## src/rtl/octave_pkg.sv

```systemverilog
// octave_pkg: shared types and default constants for the octave selector slice
package octave_pkg;
   typedef enum logic {LED_BINARY = 1'b0, LED_THERM = 1'b1} led_mode_e;
   localparam int TICK_DIV_DEF = 9375000;
   localparam int MIN_OCT_DEF  = 1;
   localparam int MAX_OCT_DEF  = 5;
   localparam int DEF_OCT_DEF  = 1;
endpackage

```

## src/rtl/octave_selector_if.sv

```systemverilog
// octave_selector_if: button/display bundle between board I/O and the octave selector
interface octave_selector_if #(
   parameter int OCT_W = 8,
   parameter int LED_W = 8
);
   logic             key_up_n;
   logic             key_dn_n;
   logic             led_mode;
   logic [OCT_W-1:0] octave;
   logic [LED_W-1:0] led;
   logic             changed;
   logic             at_limit;
   modport master (output key_up_n, key_dn_n, led_mode, input octave, led, changed, at_limit);
   modport slave  (input key_up_n, key_dn_n, led_mode, output octave, led, changed, at_limit);
endinterface

```

## src/rtl/key_conditioner.sv

```systemverilog
// key_conditioner: sync, tick-sampled debounce, press detect and auto-repeat for one active-low key
module key_conditioner #(
   parameter int DEBOUNCE_N   = 2,
   parameter int REPEAT_TICKS = 4
) (
   input  logic clk,
   input  logic reset_n,
   input  logic key_n,
   input  logic tick,
   output logic step,
   output logic held
);
   localparam int DW = $clog2(DEBOUNCE_N + 1);
   localparam int RW = (REPEAT_TICKS < 2) ? 1 : $clog2(REPEAT_TICKS + 1);
   logic [1:0]    sync_q, sync_d;
   logic          db_q, db_d;
   logic [DW-1:0] run_q, run_d;
   logic [RW-1:0] rep_q, rep_d;
   logic          sample;
   always_comb begin
      sync_d = {sync_q[0], key_n};
      sample = ~sync_q[1];
      db_d   = db_q;
      run_d  = run_q;
      rep_d  = rep_q;
      step   = 1'b0;
      if (tick) begin
         if (sample == db_q) run_d = '0;
         else if (32'(run_q) + 1 >= DEBOUNCE_N) begin
            db_d  = sample;
            run_d = '0;
         end else run_d = run_q + 1'b1;
         // press or release restarts the repeat interval; only a press steps
         if (!db_d || !db_q) begin
            rep_d = '0;
            step  = db_d;
         end else if (REPEAT_TICKS > 0) begin
            step  = 32'(rep_q) + 1 >= REPEAT_TICKS;
            rep_d = step ? '0 : rep_q + 1'b1;
         end
      end
   end
   always_ff @(posedge clk) begin
      if (!reset_n) begin
         sync_q <= '1;
         db_q   <= 1'b0;
         run_q  <= '0;
         rep_q  <= '0;
      end else begin
         sync_q <= sync_d;
         db_q   <= db_d;
         run_q  <= run_d;
         rep_q  <= rep_d;
      end
   end
   assign held = db_q;
endmodule

```

## src/rtl/octave_selector.sv

```systemverilog
// octave_selector: two conditioned keys step a bounded octave register (wrap or saturate)
// and drive a registered binary/thermometer LED view of it
module octave_selector
   import octave_pkg::*;
#(
   parameter int TICK_DIV     = TICK_DIV_DEF,
   parameter int DEBOUNCE_N   = 2,
   parameter int REPEAT_TICKS = 4,
   parameter int MIN_OCT      = MIN_OCT_DEF,
   parameter int MAX_OCT      = MAX_OCT_DEF,
   parameter int DEF_OCT      = DEF_OCT_DEF,
   parameter int WRAP         = 1,
   parameter int OCT_W        = 8,
   parameter int LED_W        = 8
) (
   input logic              clk,
   input logic              reset_n,
   octave_selector_if.slave bus
);
   localparam int TW = $clog2(TICK_DIV);
   localparam logic [OCT_W-1:0] MIN_V = OCT_W'(MIN_OCT);
   localparam logic [OCT_W-1:0] MAX_V = OCT_W'(MAX_OCT);
   localparam logic [OCT_W-1:0] DEF_V = OCT_W'(DEF_OCT);
   if (MIN_OCT > DEF_OCT || DEF_OCT > MAX_OCT) begin : g_bad_def
      $error("octave_selector: need MIN_OCT <= DEF_OCT <= MAX_OCT");
   end
   if (OCT_W < 31 && MAX_OCT >= (1 << OCT_W)) begin : g_bad_width
      $error("octave_selector: MAX_OCT does not fit in OCT_W");
   end
   if (TICK_DIV < 2 || DEBOUNCE_N < 1) begin : g_bad_timing
      $error("octave_selector: need TICK_DIV >= 2 and DEBOUNCE_N >= 1");
   end
   logic [TW-1:0]    tick_cnt_q, tick_cnt_d;
   logic             tick, up_step, dn_step, up_held, dn_held, up_go, dn_go, dual;
   logic             sup_up_q, sup_up_d, sup_dn_q, sup_dn_d;
   logic [OCT_W-1:0] octave_q, octave_d;
   logic [LED_W-1:0] led_q, led_d, therm;
   logic             changed_q, changed_d;
   assign tick = tick_cnt_q == TW'(TICK_DIV - 1);
   key_conditioner #(.DEBOUNCE_N(DEBOUNCE_N), .REPEAT_TICKS(REPEAT_TICKS)) u_up (
      .clk(clk), .reset_n(reset_n), .key_n(bus.key_up_n), .tick(tick), .step(up_step), .held(up_held)
   );
   key_conditioner #(.DEBOUNCE_N(DEBOUNCE_N), .REPEAT_TICKS(REPEAT_TICKS)) u_dn (
      .clk(clk), .reset_n(reset_n), .key_n(bus.key_dn_n), .tick(tick), .step(dn_step), .held(dn_held)
   );
   always_comb begin
      tick_cnt_d = tick ? '0 : tick_cnt_q + 1'b1;
      // after a dual press a key stays muted until released; a fresh press needs a release first
      up_go      = up_step & ~sup_up_q;
      dn_go      = dn_step & ~sup_dn_q;
      dual       = up_go & dn_go;
      sup_up_d   = dual | (sup_up_q & up_held);
      sup_dn_d   = dual | (sup_dn_q & dn_held);
      octave_d   = dual  ? DEF_V
                 : up_go ? ((octave_q == MAX_V) ? ((WRAP != 0) ? MIN_V : octave_q) : octave_q + 1'b1)
                 : dn_go ? ((octave_q == MIN_V) ? ((WRAP != 0) ? MAX_V : octave_q) : octave_q - 1'b1)
                 : octave_q;
      changed_d  = octave_d != octave_q;
      therm      = '0;
      for (int i = 0; i < LED_W; i++) therm[i] = 32'(octave_q) > i;
      led_d      = (led_mode_e'(bus.led_mode) == LED_THERM) ? therm : LED_W'(octave_q);
   end
   always_ff @(posedge clk) begin
      if (!reset_n) begin
         tick_cnt_q <= '0;
         sup_up_q   <= 1'b0;
         sup_dn_q   <= 1'b0;
         octave_q   <= DEF_V;
         led_q      <= '0;
         changed_q  <= 1'b0;
      end else begin
         tick_cnt_q <= tick_cnt_d;
         sup_up_q   <= sup_up_d;
         sup_dn_q   <= sup_dn_d;
         octave_q   <= octave_d;
         led_q      <= led_d;
         changed_q  <= changed_d;
      end
   end
   assign bus.octave   = octave_q;
   assign bus.led      = led_q;
   assign bus.changed  = changed_q;
   assign bus.at_limit = (octave_q == MIN_V) || (octave_q == MAX_V);
endmodule
```

## src/flat_wrapper.sv

```systemverilog
// flat-port wrapper written by rule: the top's interface ports become plain ports
module octave_selector_flat import octave_pkg::*;
#(
   parameter int TICK_DIV     = TICK_DIV_DEF,
   parameter int DEBOUNCE_N   = 2,
   parameter int REPEAT_TICKS = 4,
   parameter int MIN_OCT      = MIN_OCT_DEF,
   parameter int MAX_OCT      = MAX_OCT_DEF,
   parameter int DEF_OCT      = DEF_OCT_DEF,
   parameter int WRAP         = 1,
   parameter int OCT_W        = 8,
   parameter int LED_W        = 8
)
  (clk, reset_n, bus_key_up_n, bus_key_dn_n, bus_led_mode, bus_octave, bus_led, bus_changed, bus_at_limit);
  octave_selector_if #(.OCT_W(OCT_W), .LED_W(LED_W)) bus_i ();
  input logic clk;
  input logic reset_n;
  input wire logic [$bits(bus_i.key_up_n)-1:0] bus_key_up_n;
  input wire logic [$bits(bus_i.key_dn_n)-1:0] bus_key_dn_n;
  input wire logic [$bits(bus_i.led_mode)-1:0] bus_led_mode;
  output wire logic [$bits(bus_i.octave)-1:0] bus_octave;
  output wire logic [$bits(bus_i.led)-1:0] bus_led;
  output wire logic [$bits(bus_i.changed)-1:0] bus_changed;
  output wire logic [$bits(bus_i.at_limit)-1:0] bus_at_limit;
  assign bus_i.key_up_n = bus_key_up_n;
  assign bus_i.key_dn_n = bus_key_dn_n;
  assign bus_i.led_mode = bus_led_mode;
  assign bus_octave = bus_i.octave;
  assign bus_led = bus_i.led;
  assign bus_changed = bus_i.changed;
  assign bus_at_limit = bus_i.at_limit;
  octave_selector #(.TICK_DIV(TICK_DIV), .DEBOUNCE_N(DEBOUNCE_N), .REPEAT_TICKS(REPEAT_TICKS), .MIN_OCT(MIN_OCT), .MAX_OCT(MAX_OCT), .DEF_OCT(DEF_OCT), .WRAP(WRAP), .OCT_W(OCT_W), .LED_W(LED_W)) u_core (.clk(clk), .reset_n(reset_n), .bus(bus_i));
endmodule
```

## config.mk

```make
export PLATFORM = sky130hd
export DESIGN_NAME = octave_selector_flat
export DESIGN_NICKNAME = d
export VERILOG_FILES = /design/src/rtl/octave_pkg.sv /design/src/rtl/octave_selector_if.sv /design/src/rtl/key_conditioner.sv /design/src/rtl/octave_selector.sv /design/src/flat_wrapper.sv
export SDC_FILE = /design/constraint.sdc
export NUM_CORES = 1
export LEC_CHECK = 0
export ABC_CLOCK_PERIOD_IN_PS = 2960
export BUFFER_PORTS_ARGS = -buffer_cell sky130_fd_sc_hd__buf_2
export CORE_ASPECT_RATIO = 1.1
export CORE_MARGIN = 1.5
export CORE_UTILIZATION = 40
export DETAILED_ROUTE_END_ITERATION = 8
export GPL_ROUTABILITY_DRIVEN = 0
export PLACE_DENSITY = 0.66
export SLEW_MARGIN = 10
export SYNTH_ARGS = -nofsm -noshare
export SYNTH_HDL_FRONTEND = slang
export SYNTH_SLANG_ARGS = --single-unit
```

## constraint.sdc

```tcl
create_clock -name clk -period 2.96 [get_ports clk]
set_input_delay 0.444 -clock clk [delete_from_list [all_inputs] [get_ports clk]]
set_output_delay 0.444 -clock clk [all_outputs]
set_load 0.01 [all_outputs]
```

# Word-level counts from Yosys, hierarchy flattened
# Cells that the tools add are included.
# W data, S select, Z words.
# word_totals
reg_bits	59
elab_cells	87
output_inout_bits	18
input_bits	5
# op_classes
mux	24
reduce_logical	8
bitwise_logic	12
addsub	11
n_lt_le_gt_ge	12
n_eq_ne	6
# ops
cell	n
$mux W8	6
$gt A8 B3 Y1 const B	4
$add A24 B1 Y24 const B	1
$eq A24 B24 Y1 const B	1
$gt A8 B1 Y1 const B	2
$gt A8 B2 Y1 const B	2
$mux W3	4
$mux W1	10
$add A3 B1 Y4 const B	2
$add A8 B1 Y8 const B	1
$eq A8 B1 Y1 const B	1
$eq A8 B3 Y1 const B	1
$ge A4 B3 Y1 const B	2
$mux W2	4
$ne A8 B8 Y1	1
$sub A8 B1 Y8 const B	1
$add A2 B1 Y3 const B	2
$add A3 B1 Y3 const B	2
$ge A3 B2 Y1 const B	2
$and A1 B1 Y1	5
$not A1 Y1	5
$add A2 B1 Y2 const B	2
$logic_not A1 Y1	4
$logic_or A1 B1 Y1	3
other kinds (3)	5

# Longest topological paths before layout
# depth
ltp_word	14
mapped_depth	11
ltp_nobuf	10

# Modules after synthesis
# A second synthesis with hierarchy kept.
# unflattened
cells_unflattened	365
hier_area_um2	3109.2
# by_module_without_submodules
module	seq_area_each_um2	cells_per_inst	area_each_um2	n_inst
octave_selector	860.8	281	2316.0	1
key_conditioner	160.2	42	396.6	2

# Worst setup path after synthesis
# OpenSTA, ideal clock, no wires.
# synth_timing
kind	register to register
start	register u_core.octave_q[1], in the netlist u_core.bus.octave[1]
end	register u_core.changed_q, in the netlist u_core.bus.changed
slack_ps	389
period_less_slack_ps	2571
path_buffers	1
setup_time_ps	134
t_required_ps	2826
arrival_ps	2437
stages_incl_launch_ff	11
cell_sequence	dfxtp_1 > clkbuf_1 > inv_1 > ha_1 > or4b_4 > or3_4 > nor2_8 > a21oi_1 > o221a_1 > a2111oi_2 > a31oi_1
# synth_via
elab_chain_cells	6
word_cells_on_any_way	10
classes_between	add/sub (2); eq/ne (3); mux (5)
# synth_lines
item	line_no	text
start: declaration	octave_selector.sv:36	logic [OCT_W-1:0] octave_q, octave_d;
start signal: assignment	octave_selector.sv:75	octave_q <= octave_d;
$sub A8 B1 Y8 / $eq A8 B1 Y1 (equally long branches)	octave_selector.sv:56	: dn_go ? ((octave_q == MIN_V) ? ((WRAP != 0) ? MAX_V : octave_q) : octave_q - 1'b1)
$mux W8 (2 in series)	octave_selector.sv:56	
$mux W8	octave_selector.sv:55	: up_go ? ((octave_q == MAX_V) ? ((WRAP != 0) ? MIN_V : octave_q) : octave_q + 1'b1)
$mux W8	octave_selector.sv:54	octave_d = dual ? DEF_V
$ne A8 B8 Y1 *	octave_selector.sv:58	changed_d = octave_d != octave_q;
end signal: assignment	octave_selector.sv:77	changed_q <= changed_d;
end: declaration	octave_selector.sv:38	logic changed_q, changed_d;
# Every way passes the cells marked *; elsewhere a longest branch is shown, timed or not.
# A chain may end at the register's enable or synchronous reset.

# Worst setup path in the final report
# layout_timing
start	register u_core.octave_q[0], in the netlist u_core.bus.octave[0]
end	output bus_at_limit
# layout_via
elab_chain_cells	2
word_cells_on_any_way	3
classes_between	eq/ne (2); reduce/logical (1)
# layout_lines
item	line_no	text
$eq A8 B1 Y1 / $eq A8 B3 Y1 (equally long branches)	octave_selector.sv:83	assign bus.at_limit = (octave_q == MIN_V) || (octave_q == MAX_V);
$logic_or A1 B1 Y1 *	octave_selector.sv:83	
end: declaration	flat_wrapper.sv:24	output wire logic [$bits(bus_i.at_limit)-1:0] bus_at_limit;
# Marked as above.

==> results.json <==
{
  "status": "finished, final reports clean",
  "cts_setup_buffers": 0,
  "min_path_type": "in2reg",
  "skew_ns": 0.0107,
  "clk_pin_slew_ns": 0.07,
  "whs_path_depth": 2,
  "insertedDiodeCount": 0,
  "core_sq_um": 7560,
  "rsz0062_at_grt": "false",
  "worst_hold_startpoint": "bus_key_dn_n",
  "clk_path_buf_depth": 2,
  "synth-main-ff-cell": "dfxtp_1",
  "yosys_warnings": 0,
  "dpl.hpwl_um": 4980,
  "grt_pass1_wl_um": 11900,
  "drt.antenna.violating_nets": 0,
  "clock-root-buffer": "clkbuf_8",
  "path_buf_inv": 2,
  "period_share": 0.904,
  "synth_top_cell_area_share": 0.374,
  "drt_iter0_markers": 308,
  "boundaryPins": 23,
  "cp_top_family": "simple AND/OR/NAND/NOR gates",
  "cts.repair.resized": 0,
  "drt-total-wl_um": 7110,
  "die_w_um": 87.7,
  "path_cells": "ha_1 -> or4b_4 -> or3_4 -> inv_2 -> buf_2",
  "die-area_sq_um": 8430,
  "vdd_drop_max_mv": 0.297,
  "grt_overflow": 0,
  "crit_type": "reg2out",
  "grtUsageTotal": 0.180,
  "leakage_nw": 1.36,
  "maxSlewViolCount": 0,
  "critPathArrivalTime_ns": 2.23,
  "grt_pass1_vias": 2609,
  "setup-tns-final_ns": 0,
  "timing.rr.start": "u_core.bus.octave[0]$_SDFF_PN1_",
  "hold_viol": 0,
  "holdPathEnd": "u_core.u_dn.sync_q[0]$_SDFF_PN1_",
  "critPathMaxFanout": 11,
  "crit_path_end_kind": "primary output",
  "core.rowCount": 33,
  "setup_violations": 0,
  "synth.distinct_cells": 57,
  "firstDrtPassIters": 5,
  "powerDensity_nw_per_um2": 424,
  "yosys-top-cells-area": "dfxtp_1 (37%), nor2_1 (5.1%), ha_1 (4.8%)",
  "port_buffers": 22,
  "cap_violations": 0,
  "yosysSeqAreaShare": 0.374,
  "clock-sinks": 59,
  "drive_above_1_share": 0.134,
  "cts_tree": "built",
  "die_h_um": 96.1,
  "syn-num-nets": 402,
  "clk_latency_ns": 0.34,
  "drc": 0,
  "synth_common_cells": "dfxtp_1 (59), nor2_1 (43), nand2_1 (40), o21ai_0 (20), a21oi_1 (18)",
  "total_power_mw": 1.50,
  "grt_antenna_before_repair": 0,
  "vias": 2812,
  "ys_seq_elements": 59,
  "synth_enable_flop_cells": 0,
  "post-route-util": 0.469,
  "routedWlPerCell_um": 13.8,
  "critPathLaunch": "u_core.bus.octave[0]$_SDFF_PN1_",
  "syn_avg_cell_area_sq_um": 8.19,
  "fmax_mhz": 374,
  "post-synth-top-count-cell": "dfxtp_1",
  "slowest_stage": "dfxtp_1",
  "synth_area_sq_um": 3150,
  "yosysTopAreaCell": "dfxtp_1",
  "syn2layout_area_growth_pct": 12.4,
  "fill_cells": 762,
  "cp.required_ns": 2.52,
  "startpoint_type": "flop",
  "grt_max_degree": 36,
  "netlist_instances": 385,
  "cpPeakStageDelay_ns": 0.51,
  "h-tree-depth": 3,
  "via_per_inst": 5.45,
  "slew-limit-headroom": 0.634,
  "final_nets": 423,
  "regToRegEndpoint": "u_core.bus.changed$_SDFF_PN0_",
  "cts-buffers-inserted": 9,
  "start_util": 0.417,
  "holdBufCountCts": 0,
  "ys_async_sr_fraction": 0,
  "fin_crit_ns": 2.68,
  "reg2reg_depth": 8,
  "r2r_setup_slack_ns": 0.28,
  "tightest_slew_ns": 0.548
}
cell usage in the layout (no fill, tap or decap), types with 8 or more instances in the layout:
| cell type | n |
|---|---|
| dfxtp_1 | 59 |
| ha_1 | 12 |
| xor2_1 | 17 |
| nand2_1 | 40 |
| clkbuf_8 | 11 |
| nand2b_1 | 11 |
| nand3_1 | 11 |
| a21boi_0 | 8 |
| a21oi_1 | 18 |
| a31oi_1 | 8 |
| and3_1 | 11 |
| nand4_1 | 15 |
| o21ai_0 | 20 |
| inv_1 | 11 |
| buf_2 | 22 |
| nor2_1 | 43 |
per-stage QoR:
| stage | hold slack, ns | instances | instance area, sq um | setup WS (ns) |
|---|---|---|---|---|
| final | 0.281 | 516 | 3540 | 0.283 |
| after global routing | 0.264 | 516 | 3540 | 0.198 |
| after CTS | 0.268 | 516 | 3540 | 0.293 |
| after detailed placement | 0.391 | 500 | 3360 | 0.371 |
| after global placement | 0.389 | 500 | 3360 | 0.500 |
| after floorplan | 0.386 | 385 | 3150 | 0.389 |
report_power, final:
group          total, mW  internal (mW)  leakage, nW  switching (mW)
registers          0.808          0.803        0.478         0.00494
logic             0.0363         0.0144        0.794          0.0219
clock network      0.661          0.346       0.0884           0.314
worst max path at each step:
stage	end	slack, ns	cells after the start
after global routing	bus_at_limit	0.20	5
after CTS	bus_at_limit	0.29	5
final	bus_at_limit	0.28	5
after global placement	u_core.bus.changed$_SDFF_PN0_	0.50	8
after floorplan	u_core.bus.changed$_SDFF_PN0_	0.39	10
after detailed placement	u_core.bus.changed$_SDFF_PN0_	0.37	8
metal layers:
metal	part of all wire	vias up	GRT usage
met1	0.47	1300	0.229
met5	0	-	0
met4	0.016	0	0.0648
met3	0.055	13	0.0575
met2	0.46	86	0.286
li1	-	1413	-
sequential cells by signal, indices dropped and copies added (netlist names):
register,flops
u_core.bus.changed,1
u_core.bus.led,8
u_core.bus.octave,8
u_core.sup_dn_q,1
u_core.sup_up_q,1
u_core.tick_cnt_q,24
u_core.u_dn.held,1
u_core.u_dn.rep_q,3
u_core.u_dn.run_q,2
u_core.u_dn.sync_q,2
u_core.u_up.held,1
u_core.u_up.rep_q,3
u_core.u_up.run_q,2
u_core.u_up.sync_q,2
worst reg2reg max path: cells and delay by family, from the launching register on:
family,cells,cell delay (ns)
compound gates,4,0.79
simple gates,3,0.99
fa+ha+maj,1,0.24
flops,1,0.51
cells by family (layout without fill, tap and decap cells):
family                   count (synthesis)  after routing  share of synthesized area
AO/OA/AOI/OAI                           92             92                      0.199
adder cells (fa/ha/maj)                 12             12                     0.0476
AND/OR/NAND/NOR                        168            168                      0.274
XOR/XNOR                                23             23                     0.0639
buffers and inverters                   31             57                     0.0409
flip-flops                              59             59                      0.374
area by class of cell:
cell class	instances	area [sq um]	area share
repair buffers	29	163	0.0459
inverters	12	45.0	0.0127
clock buffers	12	155	0.0438
clock inverters	4	25.0	0.00706
flip-flops and latches	59	1180	0.333
well taps	105	131	0.0371
multi-input cells	295	1840	0.520
Note: power is estimated with default switching activity, not from simulation.
